## config.mk

```make
export PLATFORM = sky130hd
export DESIGN_NAME = hazard_sequencer_flat
export DESIGN_NICKNAME = d
export VERILOG_FILES = /design/src/rtl/mips_pkg.sv /design/src/rtl/hazard_sequencer_if.sv /design/src/rtl/sram_wait_fsm.sv /design/src/rtl/hazard_sequencer.sv /design/src/flat_wrapper.sv
export SDC_FILE = /design/constraint.sdc
export NUM_CORES = 1
export LEC_CHECK = 0
export ABC_CLOCK_PERIOD_IN_PS = 3200
export CORE_MARGIN = 2
export CORE_UTILIZATION = 55
export DETAILED_ROUTE_END_ITERATION = 10
export GPL_ROUTABILITY_DRIVEN = 1
export PLACE_DENSITY = 0.84
export SYNTH_ARGS = -nofsm -noshare
export SYNTH_HDL_FRONTEND = slang
export SYNTH_SLANG_ARGS = --single-unit
```

## constraint.sdc

```tcl
create_clock -name clk -period 3.2 [get_ports clk]
set_input_delay 0.32 -clock clk [delete_from_list [all_inputs] [get_ports clk]]
set_output_delay 0.32 -clock clk [all_outputs]
set_load 0.05 [all_outputs]
```

## src/rtl/mips_pkg.sv

```systemverilog
// Shared types for the MIPS pipeline control blocks: scoreboard slot,
// SRAM wait states and register-file constants.
package mips_pkg;

  localparam int unsigned REG_W = 5;
  localparam int unsigned CNT_W = 8;
  localparam logic [REG_W-1:0] REG_ZERO = '0;

  typedef struct packed {
    logic             valid;
    logic [REG_W-1:0] dest;
    logic             wb_en;
    logic             mem_r_en;
    logic             mem_w_en;
  } slot_t;

  typedef enum logic [1:0] {
    IDLE = 2'd0,
    WAIT = 2'd1,
    DONE = 2'd2
  } sram_state_t;

  // A slot produces a register the reader still needs; r0 never counts.
  function automatic logic slot_hit(slot_t s, logic [REG_W-1:0] src);
    return s.valid & s.wb_en & (s.dest != REG_ZERO) & (s.dest == src);
  endfunction

endpackage

```

## src/rtl/hazard_sequencer_if.sv

```systemverilog
// ID-stage decode attributes and pipeline control returned by the hazard sequencer.
interface hazard_sequencer_if;
  import mips_pkg::*;

  logic             id_valid;
  logic [REG_W-1:0] id_src1;
  logic [REG_W-1:0] id_src2;
  logic             id_src2_used;
  logic             id_single_src;
  logic [REG_W-1:0] id_dest;
  logic             id_wb_en;
  logic             id_mem_r_en;
  logic             id_mem_w_en;
  logic             br_taken;
  logic             sram_ready;

  logic             hazard_detected;
  logic             freeze_pc;
  logic             freeze_ifid;
  logic             flush_ifid;
  logic             freeze_all;
  logic             sram_error;

  modport master (
    output id_valid, id_src1, id_src2, id_src2_used, id_single_src,
           id_dest, id_wb_en, id_mem_r_en, id_mem_w_en, br_taken, sram_ready,
    input  hazard_detected, freeze_pc, freeze_ifid, flush_ifid, freeze_all, sram_error
  );

  modport slave (
    input  id_valid, id_src1, id_src2, id_src2_used, id_single_src,
           id_dest, id_wb_en, id_mem_r_en, id_mem_w_en, br_taken, sram_ready,
    output hazard_detected, freeze_pc, freeze_ifid, flush_ifid, freeze_all, sram_error
  );

endinterface

```

## src/rtl/sram_wait_fsm.sv

```systemverilog
// Sequences one multi-cycle SRAM access in MEM: freezes the pipeline until
// the SRAM acknowledges or the wait budget runs out (sticky error).
module sram_wait_fsm
  import mips_pkg::*;
#(
  parameter int unsigned SRAM_TIMEOUT = 15
) (
  input  logic clk,
  input  logic rst,
  input  logic access,
  input  logic sram_ready,
  output logic freeze_all_c,
  output logic sram_error
);

  sram_state_t      state;
  logic [CNT_W-1:0] wait_cnt;
  logic [CNT_W-1:0] cnt_inc;

  // Saturating increment: the counter must never wrap back to zero.
  assign cnt_inc = (wait_cnt == {CNT_W{1'b1}}) ? wait_cnt : wait_cnt + CNT_W'(1);

  // Entry cycle freezes combinationally so MEM cannot slip past a pending access.
  assign freeze_all_c = (state == WAIT) | ((state == IDLE) & access & ~sram_ready);

  always_ff @(posedge clk) begin
    if (!rst) begin
      state      <= IDLE;
      wait_cnt   <= '0;
      sram_error <= 1'b0;
    end else begin
      unique case (state)
        IDLE: begin
          if (access & ~sram_ready) begin
            state    <= WAIT;
            wait_cnt <= '0;
          end
        end
        WAIT: begin
          wait_cnt <= cnt_inc;
          if (sram_ready) begin
            state <= DONE;
          end else if (cnt_inc >= CNT_W'(SRAM_TIMEOUT)) begin
            state      <= DONE;
            sram_error <= 1'b1;
          end
        end
        DONE:    state <= IDLE;
        default: state <= IDLE;
      endcase
    end
  end

endmodule

```

## src/rtl/hazard_sequencer.sv

```systemverilog
// Pipeline control for the 5-stage MIPS core: EXE/MEM scoreboard, data-hazard
// detection against ID sources, branch flush and SRAM freeze sequencing.
module hazard_sequencer
  import mips_pkg::*;
#(
  parameter int unsigned FORWARD_EN   = 0,
  parameter int unsigned SRAM_TIMEOUT = 15
) (
  input  logic               clk,
  input  logic               rst,
  hazard_sequencer_if.slave  bus
);

  slot_t exe_slot;
  slot_t mem_slot;

  logic chk_src2;
  logic mem_access;
  logic freeze_all_c;
  logic hz_full;
  logic hz_load;
  logic hazard_c;
  logic bubble;

  assign chk_src2   = bus.id_src2_used & ~bus.id_single_src;
  assign mem_access = mem_slot.valid & (mem_slot.mem_r_en | mem_slot.mem_w_en);

  // Without forwarding any in-flight producer stalls; with it only a load in EXE does.
  assign hz_full = slot_hit(exe_slot, bus.id_src1) | slot_hit(mem_slot, bus.id_src1)
                 | (chk_src2 & (slot_hit(exe_slot, bus.id_src2) | slot_hit(mem_slot, bus.id_src2)));
  assign hz_load = exe_slot.mem_r_en
                 & (slot_hit(exe_slot, bus.id_src1) | (chk_src2 & slot_hit(exe_slot, bus.id_src2)));

  assign hazard_c = bus.id_valid & ~bus.br_taken & ((FORWARD_EN != 0) ? hz_load : hz_full);
  assign bubble   = hazard_c | bus.br_taken | ~bus.id_valid;

  assign bus.hazard_detected = hazard_c;
  assign bus.freeze_pc       = hazard_c | freeze_all_c;
  assign bus.freeze_ifid     = hazard_c | freeze_all_c;
  assign bus.flush_ifid      = bus.br_taken & ~freeze_all_c;
  assign bus.freeze_all      = freeze_all_c;

  always_ff @(posedge clk) begin
    if (!rst) begin
      exe_slot <= '0;
      mem_slot <= '0;
    end else if (!freeze_all_c) begin
      mem_slot <= exe_slot;
      if (bubble) begin
        exe_slot <= '0;
      end else begin
        exe_slot.valid    <= 1'b1;
        exe_slot.dest     <= bus.id_dest;
        exe_slot.wb_en    <= bus.id_wb_en;
        exe_slot.mem_r_en <= bus.id_mem_r_en;
        exe_slot.mem_w_en <= bus.id_mem_w_en;
      end
    end
  end

  sram_wait_fsm #(
    .SRAM_TIMEOUT (SRAM_TIMEOUT)
  ) u_sram_wait_fsm (
    .clk          (clk),
    .rst          (rst),
    .access       (mem_access),
    .sram_ready   (bus.sram_ready),
    .freeze_all_c (freeze_all_c),
    .sram_error   (bus.sram_error)
  );

endmodule

```

## src/flat_wrapper.sv

```systemverilog
// flat-port wrapper written by rule: the top's interface ports become plain ports
module hazard_sequencer_flat import mips_pkg::*;
#(
  parameter int unsigned FORWARD_EN   = 0,
  parameter int unsigned SRAM_TIMEOUT = 15
)
  (clk, rst, bus_id_valid, bus_id_src1, bus_id_src2, bus_id_src2_used, bus_id_single_src, bus_id_dest, bus_id_wb_en, bus_id_mem_r_en, bus_id_mem_w_en, bus_br_taken, bus_sram_ready, bus_hazard_detected, bus_freeze_pc, bus_freeze_ifid, bus_flush_ifid, bus_freeze_all, bus_sram_error);
  hazard_sequencer_if bus_i ();
  input  logic clk;
  input  logic rst;
  input wire logic [$bits(bus_i.id_valid)-1:0] bus_id_valid;
  input wire logic [$bits(bus_i.id_src1)-1:0] bus_id_src1;
  input wire logic [$bits(bus_i.id_src2)-1:0] bus_id_src2;
  input wire logic [$bits(bus_i.id_src2_used)-1:0] bus_id_src2_used;
  input wire logic [$bits(bus_i.id_single_src)-1:0] bus_id_single_src;
  input wire logic [$bits(bus_i.id_dest)-1:0] bus_id_dest;
  input wire logic [$bits(bus_i.id_wb_en)-1:0] bus_id_wb_en;
  input wire logic [$bits(bus_i.id_mem_r_en)-1:0] bus_id_mem_r_en;
  input wire logic [$bits(bus_i.id_mem_w_en)-1:0] bus_id_mem_w_en;
  input wire logic [$bits(bus_i.br_taken)-1:0] bus_br_taken;
  input wire logic [$bits(bus_i.sram_ready)-1:0] bus_sram_ready;
  output wire logic [$bits(bus_i.hazard_detected)-1:0] bus_hazard_detected;
  output wire logic [$bits(bus_i.freeze_pc)-1:0] bus_freeze_pc;
  output wire logic [$bits(bus_i.freeze_ifid)-1:0] bus_freeze_ifid;
  output wire logic [$bits(bus_i.flush_ifid)-1:0] bus_flush_ifid;
  output wire logic [$bits(bus_i.freeze_all)-1:0] bus_freeze_all;
  output wire logic [$bits(bus_i.sram_error)-1:0] bus_sram_error;
  assign bus_i.id_valid = bus_id_valid;
  assign bus_i.id_src1 = bus_id_src1;
  assign bus_i.id_src2 = bus_id_src2;
  assign bus_i.id_src2_used = bus_id_src2_used;
  assign bus_i.id_single_src = bus_id_single_src;
  assign bus_i.id_dest = bus_id_dest;
  assign bus_i.id_wb_en = bus_id_wb_en;
  assign bus_i.id_mem_r_en = bus_id_mem_r_en;
  assign bus_i.id_mem_w_en = bus_id_mem_w_en;
  assign bus_i.br_taken = bus_br_taken;
  assign bus_i.sram_ready = bus_sram_ready;
  assign bus_hazard_detected = bus_i.hazard_detected;
  assign bus_freeze_pc = bus_i.freeze_pc;
  assign bus_freeze_ifid = bus_i.freeze_ifid;
  assign bus_flush_ifid = bus_i.flush_ifid;
  assign bus_freeze_all = bus_i.freeze_all;
  assign bus_sram_error = bus_i.sram_error;
  hazard_sequencer #(.FORWARD_EN(FORWARD_EN), .SRAM_TIMEOUT(SRAM_TIMEOUT)) u_core (.clk(clk), .rst(rst), .bus(bus_i));
endmodule
```

==> impl_results.md, run 1 <==
- CTS tree: built
- Io pins: 31
- Sequential cell area fraction in the yosys report: 0.370
- Die Y: approximately 57 um
- Worst path required time: about 2900 ps
- P_int: ~600 uW
- Synth top area cells: dfxtp_1 37%, xnor2_1 6.1%, xor2_1 5.6%
- Worst Tran Pin Value: 864 ps
- Total gr overflow: 0
- Status: complete, no violations
- Fin crit period: about 2900 ps
- FF-to-FF setup slack: between 1000 and 1500 ps
- Worst Path Max Fanout: 11
- Antenna violations before repair: 0
- Cells after Synth: 185
- Ys async rst share: 0
- Pin count of the biggest net entering global routing: 20
- Area growth syn-to-layout: 26.8%
- Synth warnings: 0
- First-pass GRT wire length: ~6400 um
- Clock Tree Buf Depth: 2
- Number of port buffers: 30
- Worst path depth: 6
- Worst slack, placed: approximately 550 ps
- Via count: 1501
- Residual DRC count: 0
- Clock skew: 7.85 ps
- Starting Density: 0.574
- Die ar.: approximately 3300 um^2
- ANT nets after route: 0
- Share of cells above drive strength 1: 0.0833
- Unrepaired setup endpoints after global routing: no
- Netlist area before placement: roughly 1600 um^2
- Pwr/cell area: 385 nW/um^2
- Peak VDD IR: about 0.43 mV
- Reg-to-Reg End: u_core.exe_slot[1]$_SDFFE_PN0N_
- NumNets Final: about 240
- Final TNS setup: 0 ps
- Total wire length: about 4000 um
- Layout Cells excl Fill: approximately 250
- Vias in the first global route: between 1000 and 1500
- Fin. Hold Viols: 0
- Total leakage power: 0.743 nW
- Flop pwr share: 0.486
- Critical-path top delay cell: or4_1
- CP arrival: approximately 2500 ps
- Placed Cells incl. Taps: 239
- Post-DP Area: 1900 um^2
- Worst Hold Depth: 1
- Total GRT Usage: 0.256
- Crit Path Category: flop to output port
- Crit path launch type: flop
- Via/cell ratio: around 6.1
- Yosys cell types: 40
- Reg2Reg Depth: 5
- FP Rows: 19
- Post-CTS Resized: 0
- Worst r2r src: u_core.mem_slot[8]$_SDFFE_PN0N_
- Clock power frac: 0.415
- Critical Path Start: u_core.exe_slot[4]$_SDFFE_PN0N_
- Period utilization: 0.891
- Cell with the most instances after synthesis: dfxtp_1
- Drt wl/cell: 15.8 um
- Ant diodes: 0
- EDFF count, synth: 0
- Largest incremental delay on the critical path: around 550 ps
- Hold crit path type: flop to flop
- Later-pin clock latency in the skew report: approximately 330 ps
- TritonRoute pass-1 iters: 4
- Combinational Power Share: 0.099
- Setup ws final: around 350 ps
- Crit-path cells: or4_1 -> o211ai_2 -> or4_1 -> a21oi_1 -> or3b_1 -> buf_12
- Slew Limit Headroom: 0.415
- Top FF cell, synth: dfxtp_1
- Post-DP HPWL: 2950 um
- Num Clock Sinks: 29
- Largest area contributor in the netlist: dfxtp_1
- CTS buffer count: 5
- Synth top area share: 0.370
- Reg clk slew, reported paths: 100 ps
- Initial DRC count: 70
- Final Setup Violations: 0
- Die Wd: approximately 57 um
- Net Switching: approximately 170 uW
- Mean post-synth cell area: ~8.5 um^2
- CP delay by family, top: simple AND/OR/NAND/NOR gates
- Syn nets: around 210
- Switching share of power: 0.223
- Max-slew violation count: 0
- Post-CTS Setup Repair Bufs: 0
- CP most frequent cell: or4_1
- Max-cap violations: 0
- #FFs+latches synth: 29
- CP bufs+invs: 1
- Max Clk Rate: between 0.3 and 0.4 GHz
- CP Capture Type: output port
- H-tree levels: 2
- Design Area, Final: about 2000 um^2
- List of most frequent post-synthesis cells: 29 x dfxtp_1, 16 x nor2_1, 15 x nand3_1
- GP Congestion: between 0.9 and 1
- Post-CTS Hold Buffers: 0
- Critical Path End: bus_freeze_ifid
- Root buf cell: clkbuf_4
- Core Area: roughly 2700 um^2
## worst reg2reg max path, cell delays in order (launching register included)
cell	delay [ps]
dfxtp_1	370
o21ai_0	170
o311ai_1	750
nor2_1	310
nand4_1	220
o21ai_1	70
## sequential cells by signal (all words and copies together), names as in the netlist
signal / count
u_core.mem_slot: 9
u_core.u_sram_wait_fsm.state: 2
u_core.u_sram_wait_fsm.wait_cnt: 8
u_core.u_sram_wait_fsm.sram_error: 1
u_core.exe_slot: 9
## worst min path at each step
| stage | endpoint | startpoint | slack, ps |
|---|---|---|---|
| 5_1_grt | u_core.u_sram_wait_fsm.sram_error$_SDFFE_PN0P_ | u_core.u_sram_wait_fsm.sram_error$_SDFFE_PN0P_ | 500 |
| 3_5_place_dp | u_core.u_sram_wait_fsm.sram_error$_SDFFE_PN0P_ | u_core.u_sram_wait_fsm.sram_error$_SDFFE_PN0P_ | 450 |
| 3_3_place_gp | u_core.u_sram_wait_fsm.sram_error$_SDFFE_PN0P_ | u_core.u_sram_wait_fsm.sram_error$_SDFFE_PN0P_ | 450 |
| 4_1_cts | u_core.u_sram_wait_fsm.sram_error$_SDFFE_PN0P_ | u_core.u_sram_wait_fsm.sram_error$_SDFFE_PN0P_ | 480 |
| 2_1_floorplan | u_core.u_sram_wait_fsm.state[0]$_SDFFE_PN0P_ | bus_sram_ready | 400 |
| 6_report | u_core.u_sram_wait_fsm.sram_error$_SDFFE_PN0P_ | u_core.u_sram_wait_fsm.sram_error$_SDFFE_PN0P_ | 470 |
## cell type report
| type | instances | area [um^2] |
|---|---|---|
| Clock inverter | 2 | 37.5 |
| Fill cell | 222 | 743 |
| Tap cell | 31 | 38.8 |
| Inverter | 1 | 3.75 |
| Clock buffer | 6 | 51.3 |
| Multi-Input combinational cell | 147 | 941 |
| Sequential cell | 29 | 581 |
| Timing Repair Buffer | 31 | 338 |
## kinds of logic after synthesis
family                   after synthesis  share of synthesized area
XOR/XNOR                              21                      0.117
multiplexers                           9                     0.0582
AO/OA/AOI/OAI                         41                      0.169
buffers and inverters                  9                     0.0311
AND/OR/NAND/NOR                       75                      0.247
flip-flops                            29                      0.370
adder cells (fa/ha/maj)                1                    0.00797
## power by group through the flow
stage	clock network (mW)	logic, mW	registers (mW)
detailed placement	0	0.0753	0.382
global placement	0	0.0739	0.381
finish	0.318	0.0758	0.373
floorplan	0	0.0334	0.379
CTS	0.322	0.0758	0.373
global route	0.336	0.0823	0.374
## metal layers
layer	vias to the layer above	part of all wire	routed length, um	global-route usage
met2	49	0.52	2030	0.442
li1	735	-	-	-
met3	10	0.051	199	0.0703
met1	707	0.41	1590	0.288
met5	-	0	0	0
met4	0	0.019	75	0.126
## placed cells by master (no fill, tap or decap), types with 5 or more instances in the layout
cell / n
o21ai_0: 5
dfxtp_1: 29
nand4_1: 11
clkbuf_4: 5
clkdlybuf4s50_1: 27
nor2_1: 16
a21oi_1: 10
xor2_1: 10
mux2i_1: 8
xnor2_1: 11
nand3_1: 15
nand2_1: 11
o21ai_1: 9
## stage by stage
stage | util | power, mW | hold WS (ps)
2_1_floorplan | - | 0.412 | 399
3_3_place_gp | 0.696 | 0.455 | 446
3_5_place_dp | 0.696 | 0.457 | 454
4_1_cts | 0.728 | 0.771 | 478
5_1_grt | 0.728 | 0.792 | 500
6_report | 0.728 | 0.767 | 473
Note: power is estimated with default switching activity, not from simulation.
==> run 2, diff against run 1 <==
--- a/config.mk
+++ b/config.mk
@@ -5,7 +5,6 @@
 export SDC_FILE = /design/constraint.sdc
 export NUM_CORES = 1
 export LEC_CHECK = 0
-export ABC_CLOCK_PERIOD_IN_PS = 3200
 export CORE_MARGIN = 2
 export CORE_UTILIZATION = 55
 export DETAILED_ROUTE_END_ITERATION = 10
==> results of run 2 <==
Same layout as run 1: the final DEF is identical, and so are final timing and power.
==> run 3, diff against run 2 <==
--- a/config.mk
+++ b/config.mk
@@ -5,7 +5,6 @@
 export SDC_FILE = /design/constraint.sdc
 export NUM_CORES = 1
 export LEC_CHECK = 0
-export CORE_MARGIN = 2
 export CORE_UTILIZATION = 55
 export DETAILED_ROUTE_END_ITERATION = 10
 export GPL_ROUTABILITY_DRIVEN = 1
==> run 3 against run 2 <==
  * Flip-flop and latch count unchanged
  * Die area fell by 6.8%
  * Non-clock buffer count unchanged
  * Combinational power is essentially flat
  * Register-to-register slack got worse by 30 ps
  * Sequential power about the same
  * Largest cell class unchanged
  * Highest routed layer unchanged
==> impl_results.md, run 3 (synthesized netlist as in run 1, its figures left out) <==
- Max-cap violations: 0
- Peak VDD IR: about 0.42 mV
- Reg clk slew, reported paths: between 100 and 150 ps
- First-pass GRT wire length: 6180 um
- CP bufs+invs: 1
- Crit-path cells: or4_1 -> o211ai_2 -> or4_1 -> a21oi_1 -> or3b_1 -> buf_12
- Register Area: between 500 and 600 um^2
- Placed Cells incl. Taps: 239
- Critical-path top delay cell: or4_1
- H-tree levels: 2
- Status: complete, no violations
- Die Wd: around 55 um
- CP Capture Type: output port
- Met1 usage: 0.261
- Biggest regs: u_core.exe_slot: 9 flops, u_core.mem_slot: 9 flops, u_core.u_sram_wait_fsm.wait_cnt: 8 flops
- Drt wl/cell: between 15 and 20 um
- Slew Limit Headroom: 0.411
- Crit path launch type: flop
- CP delay by family, top: simple AND/OR/NAND/NOR gates
- TritonRoute pass-1 iters: 4
- Crit Path Category: flop to output port
- Via count: between 1000 and 1500
- Clock Tree Buf Depth: 2
- Share of cells above drive strength 1: 0.0833
- Total power draw: 756 uW
- Clock skew: 18.0 ps
- Antenna violations before repair: 0
- Hold crit path type: flop to flop
- Post-DP Area: around 1900 um^2
- ANT nets after route: 0
- Fin crit period: 2920 ps
- Unrepaired setup endpoints after global routing: no
- Worst Path Max Fanout: 11
- Post-CTS Resized: 0
- Commonest non-fill, non-tap cell in the layout: dfxtp_1
- Total gr overflow: 0
- Layout Cells excl Fill: roughly 250
- FP Rows: 19
- Initial DRC count: 53
- Ant diodes: 0
- Residual DRC count: 0
- Final Setup Violations: 0
- Io pins: 31
- Total wire length: just under 4000 um
- Die ar.: around 3000 um^2
- CP arrival: 2600 ps
- Total GRT Usage: 0.263
- Fillers: between 200 and 250
- CTS buffer count: 5
- Worst Tran Pin Value: ~870 ps
- Largest incremental delay on the critical path: roughly 550 ps
- Pin count of the biggest net entering global routing: 20
- Vias in the first global route: 1444
- Final TNS setup: 0 ps
- Worst path required time: around 2900 ps
- Via/cell ratio: between 6 and 7
- Later-pin clock latency in the skew report: around 340 ps
- GP Congestion: ~0.89
- Post-DP HPWL: 2950 um
- Post-CTS Hold Buffers: 0
- Starting Density: 0.574
- Core Area: 2730 um^2
- Met3 GRT Util: 0.0539
- Pwr/cell area: 381 nW/um^2
- Num Clock Sinks: 29
- Root buf cell: clkbuf_4
- CTS tree: built
- Final Core Density: 0.726
- Most frequent cells in the layout: 29 x dfxtp_1, 27 x clkdlybuf4s50_1, 16 x nor2_1
- Multi-input logic area: around 940 um^2
- Max Clk Rate: between 0.3 and 0.4 GHz
- Die Y: about 55 um
- Max-slew violation count: 0
- NumNets Final: roughly 240
- Met2 GRT Util: 0.489
- Post-CTS Setup Repair Bufs: 0
- Design Area, Final: a little under 2000 um^2
- Fin. Hold Viols: 0
- Area growth syn-to-layout: 26.5%
- Global route hottest layer: met2
- Total leakage power: 0.740 nW
- Period utilization: 0.911
- CP most frequent cell: or4_1
- Number of port buffers: 30
## run 3: cell count changes in the layout (fill, tap and decap cells not counted), sizes merged
cell and delta:
clkinv +1, clkbuf -1
## run 3: worst paths after layout
| path | startpoint | endpoint | slack [ps] | cells after the start |
|---|---|---|---|---|
| min reg2reg | u_core.u_sram_wait_fsm.sram_error$_SDFFE_PN0P_ | u_core.u_sram_wait_fsm.sram_error$_SDFFE_PN0P_ | 480 | 1 |
| max | u_core.exe_slot[4]$_SDFFE_PN0N_ | bus_freeze_ifid | 280 | 6 |
| max reg2reg | u_core.mem_slot[8]$_SDFFE_PN0N_ | u_core.exe_slot[1]$_SDFFE_PN0N_ | 1160 | 5 |
| min | u_core.u_sram_wait_fsm.sram_error$_SDFFE_PN0P_ | u_core.u_sram_wait_fsm.sram_error$_SDFFE_PN0P_ | 480 | 1 |
## run 3: through the flow
| step | setup WS, ps | hold WS, ps |
|---|---|---|
| 5_1_grt | 212 | 499 |
| 3_3_place_gp | 578 | 447 |
| 2_1_floorplan | 771 | 399 |
| 6_report | 283 | 484 |
| 3_5_place_dp | 494 | 459 |
| 4_1_cts | 301 | 485 |
## run 3: area by class of cell
cell class                 instances  area share
multi-input combinational        147       0.474
sequential                        29       0.292
timing repair buffer              31       0.170
clock inverter                     3      0.0233
tap                               31      0.0195
clock buffer                       5      0.0189
inverter                           1     0.00189
## run 3: routing by layer
metal | vias to the layer above | wire length (um) | share of wire
met2 | 46 | 2040 | 0.52
met4 | 0 | 141 | 0.036
li1 | 732 | - | -
met3 | 14 | 169 | 0.043
met5 | - | 0 | 0
met1 | 704 | 1550 | 0.40
## run 3: worst reg2reg max path, stage by stage, from the launching register on
cell and delay (ps):
dfxtp_1 380, o21ai_0 180, o311ai_1 760, nor2_1 310
nand4_1 230, o21ai_1 80
## run 3: power breakdown
part / internal (mW) / total [mW] / switching (mW)
combinational: 0.0446 / 0.0756 / 0.0310
sequential: 0.366 / 0.373 / 0.00660
clock: 0.165 / 0.308 / 0.143
